### config.mk
export PLATFORM = sky130hd
export DESIGN_NAME = hamming_seq_ctrl
export DESIGN_NICKNAME = d
export VERILOG_FILES = /design/src/rtl/hamming_seq_ctrl.sv
export SDC_FILE = /design/constraint.sdc
export NUM_CORES = 1
export LEC_CHECK = 0
export CORE_ASPECT_RATIO = 0.7
export CORE_MARGIN = 2
export CORE_UTILIZATION = 42
export DETAILED_ROUTE_END_ITERATION = 10
export HOLD_SLACK_MARGIN = 0.1
export PLACE_DENSITY = 0.77
export SKIP_CTS_REPAIR_TIMING = 1
export SLEW_MARGIN = 0
export SYNTH_ARGS = -nofsm -noshare
export SYNTH_HDL_FRONTEND = slang
export SYNTH_SLANG_ARGS = --single-unit
### constraint.sdc
create_clock -name clk -period 1.9 [get_ports clk]
set_clock_uncertainty 0.1 [all_clocks]
set_input_delay 0.19 -clock clk [delete_from_list [all_inputs] [get_ports clk]]
set_output_delay 0.19 -clock clk [all_outputs]
set_load 0.005 [all_outputs]
### src/rtl/hamming_seq_ctrl.sv
// SECDED (8,4) check sequencer: debounced press captures switches,
// drives the external syndrome checker, classifies and corrects.
//
// Ports:
//   clk, rst_n          clock, async active-low reset
//   btn_i               raw push-button (async, active-high)
//   conmutador_4        reference data {w0,w1,w2,w3}
//   conmutador_8        received codeword {p0,p1,w0,p2,w1,w2,w3,g0}
//   chk_word_o          codeword presented to the checker
//   chk_sindrome_i      checker result {g,s2,s1,s0}
//   busy_o, valid_o     sequence running / results valid
//   err_type_o          00 none, 01 single, 10 double, 11 g0-only
//   err_pos_o           corrected Hamming position (0 if none)
//   corr_word_o         corrected codeword
//   corr_data_o         data bits of corr_word_o
//   match_o             corrected data equals reference
module hamming_seq_ctrl #(
  parameter logic [15:0] DEB_CYCLES = 16'd50000,
  parameter int          CHK_LAT    = 2
) (
  input  logic       clk,
  input  logic       rst_n,
  input  logic       btn_i,
  input  logic [3:0] conmutador_4,
  input  logic [7:0] conmutador_8,
  output logic [7:0] chk_word_o,
  input  logic [3:0] chk_sindrome_i,
  output logic       busy_o,
  output logic       valid_o,
  output logic [1:0] err_type_o,
  output logic [2:0] err_pos_o,
  output logic [7:0] corr_word_o,
  output logic [3:0] corr_data_o,
  output logic       match_o
);

  localparam int WW = (CHK_LAT > 2) ? $clog2(CHK_LAT) : 1;
  localparam logic [WW-1:0] WAIT_LAST =
    WW'((CHK_LAT > 1) ? (CHK_LAT - 2) : 0);

  typedef enum logic [2:0] {
    S_IDLE,
    S_CAPTURE,
    S_WAIT,
    S_CLASSIFY,
    S_DONE
  } state_t;

  // ---------------- button path ----------------
  logic        r_sync1;
  logic        r_sync2;
  logic        r_sync3;
  logic        r_acc;
  logic        r_arm;
  logic        r_start;
  logic [15:0] r_deb_cnt;

  logic w_edge;
  logic w_diff;

  assign w_edge = r_sync2 ^ r_sync3;
  // Until a released level has been accepted once after reset, the
  // counter keeps running so the idle level can arm the press detector.
  // A button held through reset is therefore never reported as a press.
  assign w_diff = (r_sync2 != r_acc) | ~r_arm;

  always_ff @(posedge clk or negedge rst_n) begin
    if (!rst_n) begin
      r_sync1   <= 1'b0;
      r_sync2   <= 1'b0;
      r_sync3   <= 1'b0;
      r_acc     <= 1'b0;
      r_arm     <= 1'b0;
      r_start   <= 1'b0;
      r_deb_cnt <= '0;
    end else begin
      r_sync1 <= btn_i;
      r_sync2 <= r_sync1;
      r_sync3 <= r_sync2;
      r_start <= 1'b0;
      if (w_edge || !w_diff) begin
        r_deb_cnt <= '0;
      end else if (r_deb_cnt == DEB_CYCLES - 16'd1) begin
        r_deb_cnt <= '0;
        r_acc     <= r_sync2;
        if (!r_sync2) r_arm <= 1'b1;
        if (r_sync2 && !r_acc && r_arm) r_start <= 1'b1;
      end else begin
        r_deb_cnt <= r_deb_cnt + 16'd1;
      end
    end
  end

  // ---------------- classification ----------------
  logic [7:0] r_rx;
  logic [3:0] r_ref;

  logic [2:0] w_s;
  logic       w_g;
  logic       w_s0;
  logic [2:0] w_sh;
  logic [7:0] w_flip;
  logic [1:0] w_type;
  logic [2:0] w_pos;
  logic [7:0] w_corr;
  logic [3:0] w_cdata;
  logic       w_match;

  assign w_s  = chk_sindrome_i[2:0];
  assign w_g  = chk_sindrome_i[3];
  assign w_s0 = (w_s == 3'd0);
  // Hamming position k lives at bit 8-k.
  assign w_sh   = 3'(4'd8 - {1'b0, w_s});
  assign w_flip = 8'h01 << w_sh;

  always_comb begin
    w_type = 2'b00;
    w_pos  = 3'd0;
    w_corr = r_rx;
    unique case (1'b1)
      (w_s0 && !w_g): begin
        w_type = 2'b00;
      end
      (!w_s0 && w_g): begin
        w_type = 2'b01;
        w_pos  = w_s;
        w_corr = r_rx ^ w_flip;
      end
      (!w_s0 && !w_g): begin
        w_type = 2'b10;
      end
      default: begin
        w_type = 2'b11;
        w_corr = r_rx ^ 8'h01;
      end
    endcase
  end

  assign w_cdata = {w_corr[5], w_corr[3], w_corr[2], w_corr[1]};
  assign w_match = (w_cdata == r_ref) && (w_type != 2'b10);

  // ---------------- sequencer ----------------
  state_t        r_state;
  logic [WW-1:0] r_wait;

  always_ff @(posedge clk or negedge rst_n) begin
    if (!rst_n) begin
      r_state     <= S_IDLE;
      r_wait      <= '0;
      r_rx        <= '0;
      r_ref       <= '0;
      busy_o      <= 1'b0;
      valid_o     <= 1'b0;
      err_type_o  <= '0;
      err_pos_o   <= '0;
      corr_word_o <= '0;
      corr_data_o <= '0;
      match_o     <= 1'b0;
    end else begin
      case (r_state)
        S_IDLE, S_DONE: begin
          if (r_start) begin
            r_state <= S_CAPTURE;
            busy_o  <= 1'b1;
            valid_o <= 1'b0;
          end
        end
        S_CAPTURE: begin
          r_rx    <= conmutador_8;
          r_ref   <= conmutador_4;
          r_wait  <= '0;
          r_state <= (CHK_LAT == 1) ? S_CLASSIFY : S_WAIT;
        end
        S_WAIT: begin
          if (r_wait == WAIT_LAST) r_state <= S_CLASSIFY;
          else r_wait <= r_wait + 1'b1;
        end
        S_CLASSIFY: begin
          err_type_o  <= w_type;
          err_pos_o   <= w_pos;
          corr_word_o <= w_corr;
          corr_data_o <= w_cdata;
          match_o     <= w_match;
          valid_o     <= 1'b1;
          busy_o      <= 1'b0;
          r_state     <= S_DONE;
        end
        default: r_state <= S_IDLE;
      endcase
    end
  end

  assign chk_word_o = r_rx;

endmodule
==> Yosys cells after proc, flatten, opt, wreduce, memory -nomap -nowiden <==
Index checks and enable logic that the tools add are counted.
{ "op_classes": {"addsub": 3, "eq_ne": 10, "shift": 1, "muxes": 17, "bitwise_logic": 7, "reduce_logical": 21} }
{ "op_table": {"columns": ["operator", "n"], "rows": [
  ["16-bit 2-to-1 mux", 2],
  ["16-bit by 1-bit adder with 16-bit output, second input constant", 1],
  ["16-bit equality test, second input constant", 1],
  ["8-bit one-hot mux with 2 select lines", 1],
  ["3-bit one-hot mux with 4 select lines", 1],
  ["3-bit 2-to-1 mux", 3],
  ["1-bit by 3-bit << shifter with 8-bit output, first input constant", 1],
  ["8-bit XOR", 1],
  ["3-bit by 2-bit equality test with 1-bit output, second input constant", 2],
  ["1-bit logical AND", 6],
  ["3-bit logical NOT", 2],
  ["1-bit 2-to-1 mux", 6],
  ["2-bit != test, second input constant", 3],
  ["1-bit one-hot mux with 2 select lines", 3],
  ["2-bit one-hot mux with 3 select lines", 1],
  ["2-bit AND reduction", 3],
  ["4-bit equality test", 1],
  ["1-bit logical NOT", 4],
  ["1-bit inverter", 4],
  ["2-bit nonzero test", 2],
  ["2-bit OR reduction", 2],
  ["3-bit by 1-bit equality test with 1-bit output, second input constant", 1],
  ["3-bit equality test, second input constant", 1],
  ["3-bit AND reduction", 1],
  ["other kinds (6)", 6]
]} }
{ "totals": {"register_bits": 58, "out_inout_bits": 28, "wordCells": 77} }

==> Longest topological paths before layout <==
Gate-level depths: netlist of the first run.
{ "logic_depth": {"ltp_word": 7, "mapped_depth": 10} }

==> Worst setup path before layout of the first run <==
OpenSTA, ideal clock, no wires.
{ "synth_path": {"kind": "in2reg", "startpoint": "in chk_sindrome_i[0]", "endpoint": "reg match_o", "setup_time_ns": 0.066, "t_arrival_ns": 2.141, "path_slack_ns": -0.407, "cell_stages": 9, "cell_sequence": "buf_4 > nor2_1 > ha_1 > buf_6 > or3b_1 > and3_1 > or4_1 > a22oi_1 > a41o_1"} }
{ "synth_between": {"elab_chain_cells": 7, "word_cells_on_any_way": 14} }
{ "synth_rtl": {"columns": ["element", "line_no", "source"], "rows": [
  ["from (decl)", "27", "input logic [3:0] chk_sindrome_i,"],
  ["branches (longest 6 deep; another with 1-bit by 3-bit subtractor with 3-bit output)", null, null],
  ["1-bit logical AND *", "140", "assign w_match = (w_cdata == r_ref) && (w_type != 2'b10);"],
  ["to (signal assigned)", "183", "match_o <= w_match;"],
  ["to (decl)", "34", "output logic match_o"]
]} }
Mark *: on every way between the ends.
A chain may end at the register's enable or synchronous reset.

==> Worst setup path in the final report of the first run <==
{ "layout_path": {"startpoint": "in chk_sindrome_i[1]", "endpoint": "reg match_o"} }
Same word-level chain as after synthesis.

==> impl_metrics.env, run 1 <==
export IMPL_clock_sinks=53
export IMPL_synth_edff_count=0
export IMPL_gp_congestion=0.9524
export IMPL_dp_hpwl_um=4060
export IMPL_hold_depth=4
export IMPL_status="finished clean"
export IMPL_path_max_fanout=4
export IMPL_finalSetupViolCount=0
export IMPL_grt_pass1_wl_um=9397
export IMPL_relSlewSlack_pct=56.12
export IMPL_synthArstFlopShare_pct=100.0
export IMPL_endpoint_kind="flip-flop"
export IMPL_cts_tree="built"
export IMPL_fin_nets=349
export IMPL_cts_buffer_depth=2
export IMPL_hold_violations=0
export IMPL_leakagePower_uw=0.001600
export IMPL_grt_overflow=0
export IMPL_yosysUniqueCellTypes=36
export IMPL_area_delta_synth_final_pct=33.57
export IMPL_root_buffer="clkbuf_8"
export IMPL_hold_class="in -> reg"
export IMPL_drive_gt1_share_pct=20.99
export IMPL_worst_ep_arrival_time_ps=1980
export IMPL_ys_flop_type="dfrtp_1"
export IMPL_syn_area_per_cell_sq_um=10.20
export IMPL_fillCellCount=480
export IMPL_fmax_ghz=0.5420
export IMPL_htreeDepth=2
export IMPL_pin_count=47
export IMPL_vias_per_cell=5.100
export IMPL_crit_type="in -> reg"
export IMPL_die_x_um=97.86
export IMPL_holdWs_ps=186.2
export IMPL_clk_pin_slew_worst_paths_ps=90
export IMPL_synth_area_leaders="dfrtp_1 (51%), mux2_2 (7.0%), nor2_1 (4.5%), xnor2_1 (4.1%), nand2_1 (3.9%)"
export IMPL_period_minus_slack_ps=1845
export IMPL_io_buffers=46
export IMPL_dp_slack_ps=-622.6
export IMPL_netlist_area_leader_share_pct=51.21
export IMPL_ys_seq_area_share_pct=51.21
export IMPL_dieArea_sq_um=6821
export IMPL_slew_viol_final=0
export IMPL_grt_start_max_net_pins=54
export IMPL_synth_warning_count=0
export IMPL_drt_wl_total_um=5465
export IMPL_setup_slack_ps=55.00
export IMPL_syn_nets=279
export IMPL_power_density_nw_per_um2=586.6
export IMPL_rsz0062_at_grt="false"
export IMPL_drv_cap=0
export IMPL_grt_pass1_vias=1910
export IMPL_required_ps=2040
export IMPL_cts_buffers=5
export IMPL_fin_area_sq_um=3460
export IMPL_drc=0
export IMPL_clk_latency_ps=300
export IMPL_drt_iter0_drc=124
export IMPL_antenna_found_initial=0
export IMPL_cp_start_kind="input pin"
export IMPL_core_area_sq_um=5842
export IMPL_grt_use_total_pct=17.11
export IMPL_diodes=0
export IMPL_placed_area_sq_um=3308
export IMPL_firstDrtPassIters=4
export IMPL_antenna_left=0
export IMPL_syn_inst=254
export IMPL_synthesis_area_sq_um=2590
export IMPL_r2r_cells=5
export IMPL_start_util_pct=44.33
export IMPL_wl_per_cell_um=13.70
export IMPL_synth_seq_cells=53
export IMPL_min_period_over_period_pct=97.11
export IMPL_synth_top_area_cell="dfrtp_1"
export IMPL_worst_slew_pin_slew_ps=658.2
export IMPL_rows=23
export IMPL_total_power_uw=2029
export IMPL_irDropWorstVdd_mv=0.3709
export IMPL_routed_via_count=2035
export IMPL_die_y_um=69.70
[layer usage]
metal	GRT usage (%)	routed length, um
met4	3.858	30
met3	3.226	364
met1	29.29	2985
met5	0	0
met2	21.46	2085
[stage by stage]
step | TNS [ps] | cells | utilization (%)
after floorplan | -263.1 | 254 | -
final | 0 | 399 | 59.22
after CTS | -1025 | 398 | 58.11
after global routing | 0 | 399 | 59.22
after global placement | -3469 | 391 | 56.63
after detailed placement | -3711 | 391 | 56.63
[worst max-delay path, cell delays in order]
cell	delay [ps]
clkbuf_2	110
nor2_4	140
ha_4	220
or3b_4	370
and3_4	190
or4_4	420
a22oi_2	170
a41o_1	170
[path summary, 6_finish.rpt]
path,start,slack (ps),endpoint
max in group asynchronous,rst_n,790,busy_o
worst min-delay path,chk_sindrome_i[2],190,err_pos_o[2]
worst max register to register,chk_word_o[3],130,match_o
worst min register to register,r_sync1,260,r_sync2
min in group asynchronous,rst_n,460,chk_word_o[0]
worst max-delay path,chk_sindrome_i[1],50,match_o
[flip-flops by register name, summed over array words and instances (netlist names)]
| signal | count |
|---|---|
| r_sync3 | 1 |
| busy_o | 1 |
| r_sync1 | 1 |
| err_pos_o | 3 |
| match_o | 1 |
| r_deb_cnt | 16 |
| r_sync2 | 1 |
| r_state | 3 |
| corr_word_o | 8 |
| chk_word_o | 8 |
| r_acc | 1 |
| r_start | 1 |
| err_type_o | 2 |
| r_ref | 4 |
| valid_o | 1 |
| r_arm | 1 |
[layout make-up]
| class | count | area, sq um | area share (%) |
|---|---|---|---|
| Sequential cell | 53 | 1326 | 38.34 |
| Inverter | 9 | 33.78 | 0.9765 |
| Clock buffer | 7 | 86.33 | 2.495 |
| Timing Repair Buffer | 75 | 683.2 | 19.75 |
| Tap cell | 75 | 93.84 | 2.712 |
| Multi-Input combinational cell | 180 | 1236 | 35.73 |
[power breakdown]
group	internal [uW]	total, uW	switching (uW)
logic	127	240	113
clock network	290	632	343
registers	1140	1160	12.5
[logic make-up (layout without fill, tap and decap cells)]
| family | count (synthesis) | after routing | share of synthesized area, % |
|---|---|---|---|
| AND/OR/NAND/NOR | 103 | 103 | 19.57 |
| flip-flops | 53 | 53 | 51.21 |
| AO/OA/AOI/OAI | 34 | 34 | 7.875 |
| buffers and inverters | 21 | 91 | 4.348 |
| XOR/XNOR | 20 | 20 | 6.763 |
| multiplexers | 17 | 17 | 7.343 |
| adder cells (fa/ha/maj) | 6 | 6 | 2.898 |
[cells in the mapped netlist, drive strengths merged, types with 2 or more instances]
master,number
and2,4
inv,9
o21ai,18
dfrtp,53
a21oi,6
nor2,31
buf,7
nand3,8
nor2b,2
nand4,3
nor3,6
nand2b,5
mux2,16
o31ai,3
or3b,2
xnor2,12
xor2,8
nand2,27
clkbuf,5
ha,6
and3,5
and4,2
nand3b,2
nor4,2
a22oi,3
[placed cells by master (no fill, tap or decap), types with 2 or more instances in the layout]
cell type,n
a21oi_1,6
a22oi_1,2
and2_1,3
and3_1,4
and4_1,2
buf_4,27
clkbuf_2,2
clkbuf_8,6
clkdlybuf4s50_1,41
dfrtp_1,53
dlymetal6s2s_1,2
ha_1,3
ha_4,3
inv_1,8
mux2_2,16
nand2_1,27
nand2b_1,3
nand2b_4,2
nand3_1,8
nand3b_1,2
nand4_1,3
nor2_1,30
nor3_1,6
nor4_1,2
o21ai_0,17
o31ai_1,3
xnor2_1,12
xor2_1,8
Power figures use the tool's default switching activity.
==> run 2, diff against run 1 <==
--- a/config.mk
+++ b/config.mk
@@ -9,6 +9,7 @@
 export CORE_MARGIN = 2
 export CORE_UTILIZATION = 42
 export DETAILED_ROUTE_END_ITERATION = 10
+export GPL_TIMING_DRIVEN = 0
 export HOLD_SLACK_MARGIN = 0.1
 export PLACE_DENSITY = 0.77
 export SKIP_CTS_REPAIR_TIMING = 1
==> impl_metrics.env, run 2 (same netlist as run 1, synthesis figures left out) <==
export IMPL_required_ps=2040
export IMPL_cts_buffers=5
export IMPL_r2r_start="chk_word_o[3]"
export IMPL_antenna_left=0
export IMPL_drv_cap=0
export IMPL_max_stage_delay_ps=410
export IMPL_slew_viol_final=0
export IMPL_leakagePower_uw=0.001557
export IMPL_total_power_uw=2054
export IMPL_clock_sinks=53
export IMPL_grt_pass1_wl_um=9487
export IMPL_start_util_pct=44.33
export IMPL_drc=0
export IMPL_hold_class="in -> reg"
export IMPL_violations="negative setup slack"
export IMPL_dp_slack_ps=-929.4
export IMPL_pin_count=47
export IMPL_path_max_fanout=6
export IMPL_vias_per_cell=5.159
export IMPL_largest_reg_flops=16
export IMPL_relSlewSlack_pct=63.41
export IMPL_root_buffer="clkbuf_8"
export IMPL_diodes=0
export IMPL_dieArea_sq_um=6821
export IMPL_irDropWorstVdd_mv=0.3893
export IMPL_finalSetupViolCount=1
export IMPL_grt_pass1_vias=1943
export IMPL_core_area_sq_um=5842
export IMPL_layout_commonest_cell="dfrtp_1"
export IMPL_power_density_nw_per_um2=601.9
export IMPL_cp_cell_sequence="buf_6, buf_6, nor2_4, ha_4, or3b_4, and3_4, or4_4, a22oi_2, a41o_1"
export IMPL_cp_startpoint="chk_sindrome_i[1]"
export IMPL_timing_critical_path_mode_cell="buf_6"
export IMPL_holdWs_ps=212.5
export IMPL_status="finished, violations left"
export IMPL_grt_start_max_net_pins=31
export IMPL_drt_wl_total_um=5605
export IMPL_fin_nets=340
export IMPL_die_x_um=97.86
export IMPL_routed_via_count=2017
export IMPL_dp_hpwl_um=4110
export IMPL_area_delta_synth_final_pct=31.79
export IMPL_layout_common_cells="dfrtp_1 (53), clkdlybuf4s50_1 (41), nor2_1 (29)"
export IMPL_hp_start="btn_i"
export IMPL_wl_per_cell_um=14.34
export IMPL_cp_slowest_cell="or4_4"
export IMPL_io_buffers=45
export IMPL_grt_use_total_pct=16.96
export IMPL_grt_overflow=0
export IMPL_antenna_found_initial=0
export IMPL_cts_tree="built"
export IMPL_die_y_um=69.70
export IMPL_worst_slew_pin_slew_ps=548.9
export IMPL_worst_ep_arrival_time_ps=2170
export IMPL_fmax_ghz=0.4939
export IMPL_firstDrtPassIters=4
export IMPL_endpoint_kind="flip-flop"
export IMPL_min_period_over_period_pct=106.6
export IMPL_clk_latency_ps=300
export IMPL_gp_congestion=0.8679
export IMPL_clk_pin_slew_worst_paths_ps=100
export IMPL_drt_iter0_drc=111
export IMPL_htreeDepth=2
export IMPL_drive_gt1_share_pct=18.04
export IMPL_rows=23
export IMPL_finalCoreUtilization_pct=58.43
export IMPL_setup_slack_ps=-124.7
export IMPL_largest_register="r_deb_cnt"
export IMPL_crit_type="in -> reg"
export IMPL_hold_violations=0
export IMPL_cts_buffer_depth=2
export IMPL_period_minus_slack_ps=2025
export IMPL_crit_buf_inv=2
export IMPL_cp_top_family="simple AND/OR/NAND/NOR gates"
export IMPL_rsz0062_at_grt="true"
export IMPL_cp_start_kind="input pin"
## run 2: changes by cell type in the layout (fill, tap and decap cells not counted), moves of 2 or more
cell	change
buf_4	-17
buf_6	+3
clkbuf_1	+2
dlygate4sd3_1	+2
## run 2: cell type report
type	count	area, sq um
plain buffers	11	73.82
clock buffers	6	82.58
clock inverters	2	13.76
fillers	481	2429
inverters	9	33.78
multi-input cells	180	1242
flip-flops and latches	53	1326
well taps	75	93.84
repair buffers	55	546.8
## run 2: final timing paths
| kind | slack [ps] | cells after the start | endpoint |
|---|---|---|---|
| max reg2reg | -30 | 5 | match_o |
| max | -120 | 9 | match_o |
| min | 210 | 1 | r_sync1 |
| min in group asynchronous | 300 | 2 | r_sync1 |
| min reg2reg | 280 | 0 | r_sync2 |
| max in group asynchronous | 860 | 3 | busy_o |
## run 2: where the power goes
group | switching, uW | internal, uW | total (uW) | leakage [uW]
Combinational | 112 | 118 | 230 | 0.000834
Clock | 373 | 296 | 669 | 0.0000512
Sequential | 11.1 | 1140 | 1160 | 0.000672
Total | 496 | 1560 | 2050 | 0.00156
## run 2: per-stage QoR
stage	cells	instance area (sq um)	TNS, ps
after floorplan	254	2619	-263.1
after global placement	374	3163	-60030
after detailed placement	375	3178	-6541
after CTS	383	3274	-4141
after global routing	391	3413	-187.8
final	391	3413	-124.7
## run 2: worst reg2reg max path, delay by kind of cell, from the launching register on
family / cells / cell delay, ps
AOI/OAI and AO/OA: 4 / 670
DFF: 1 / 430
and+or+nand+nor: 1 / 660
## run 2: routing by layer
layer	part of all wire (%)	global-route usage, %	up-vias
met1	54	27.07	960
met4	1.1	4.938	0
li1	-	-	991
met5	0	0	-
met3	4.5	3.528	6
met2	41	22.75	60
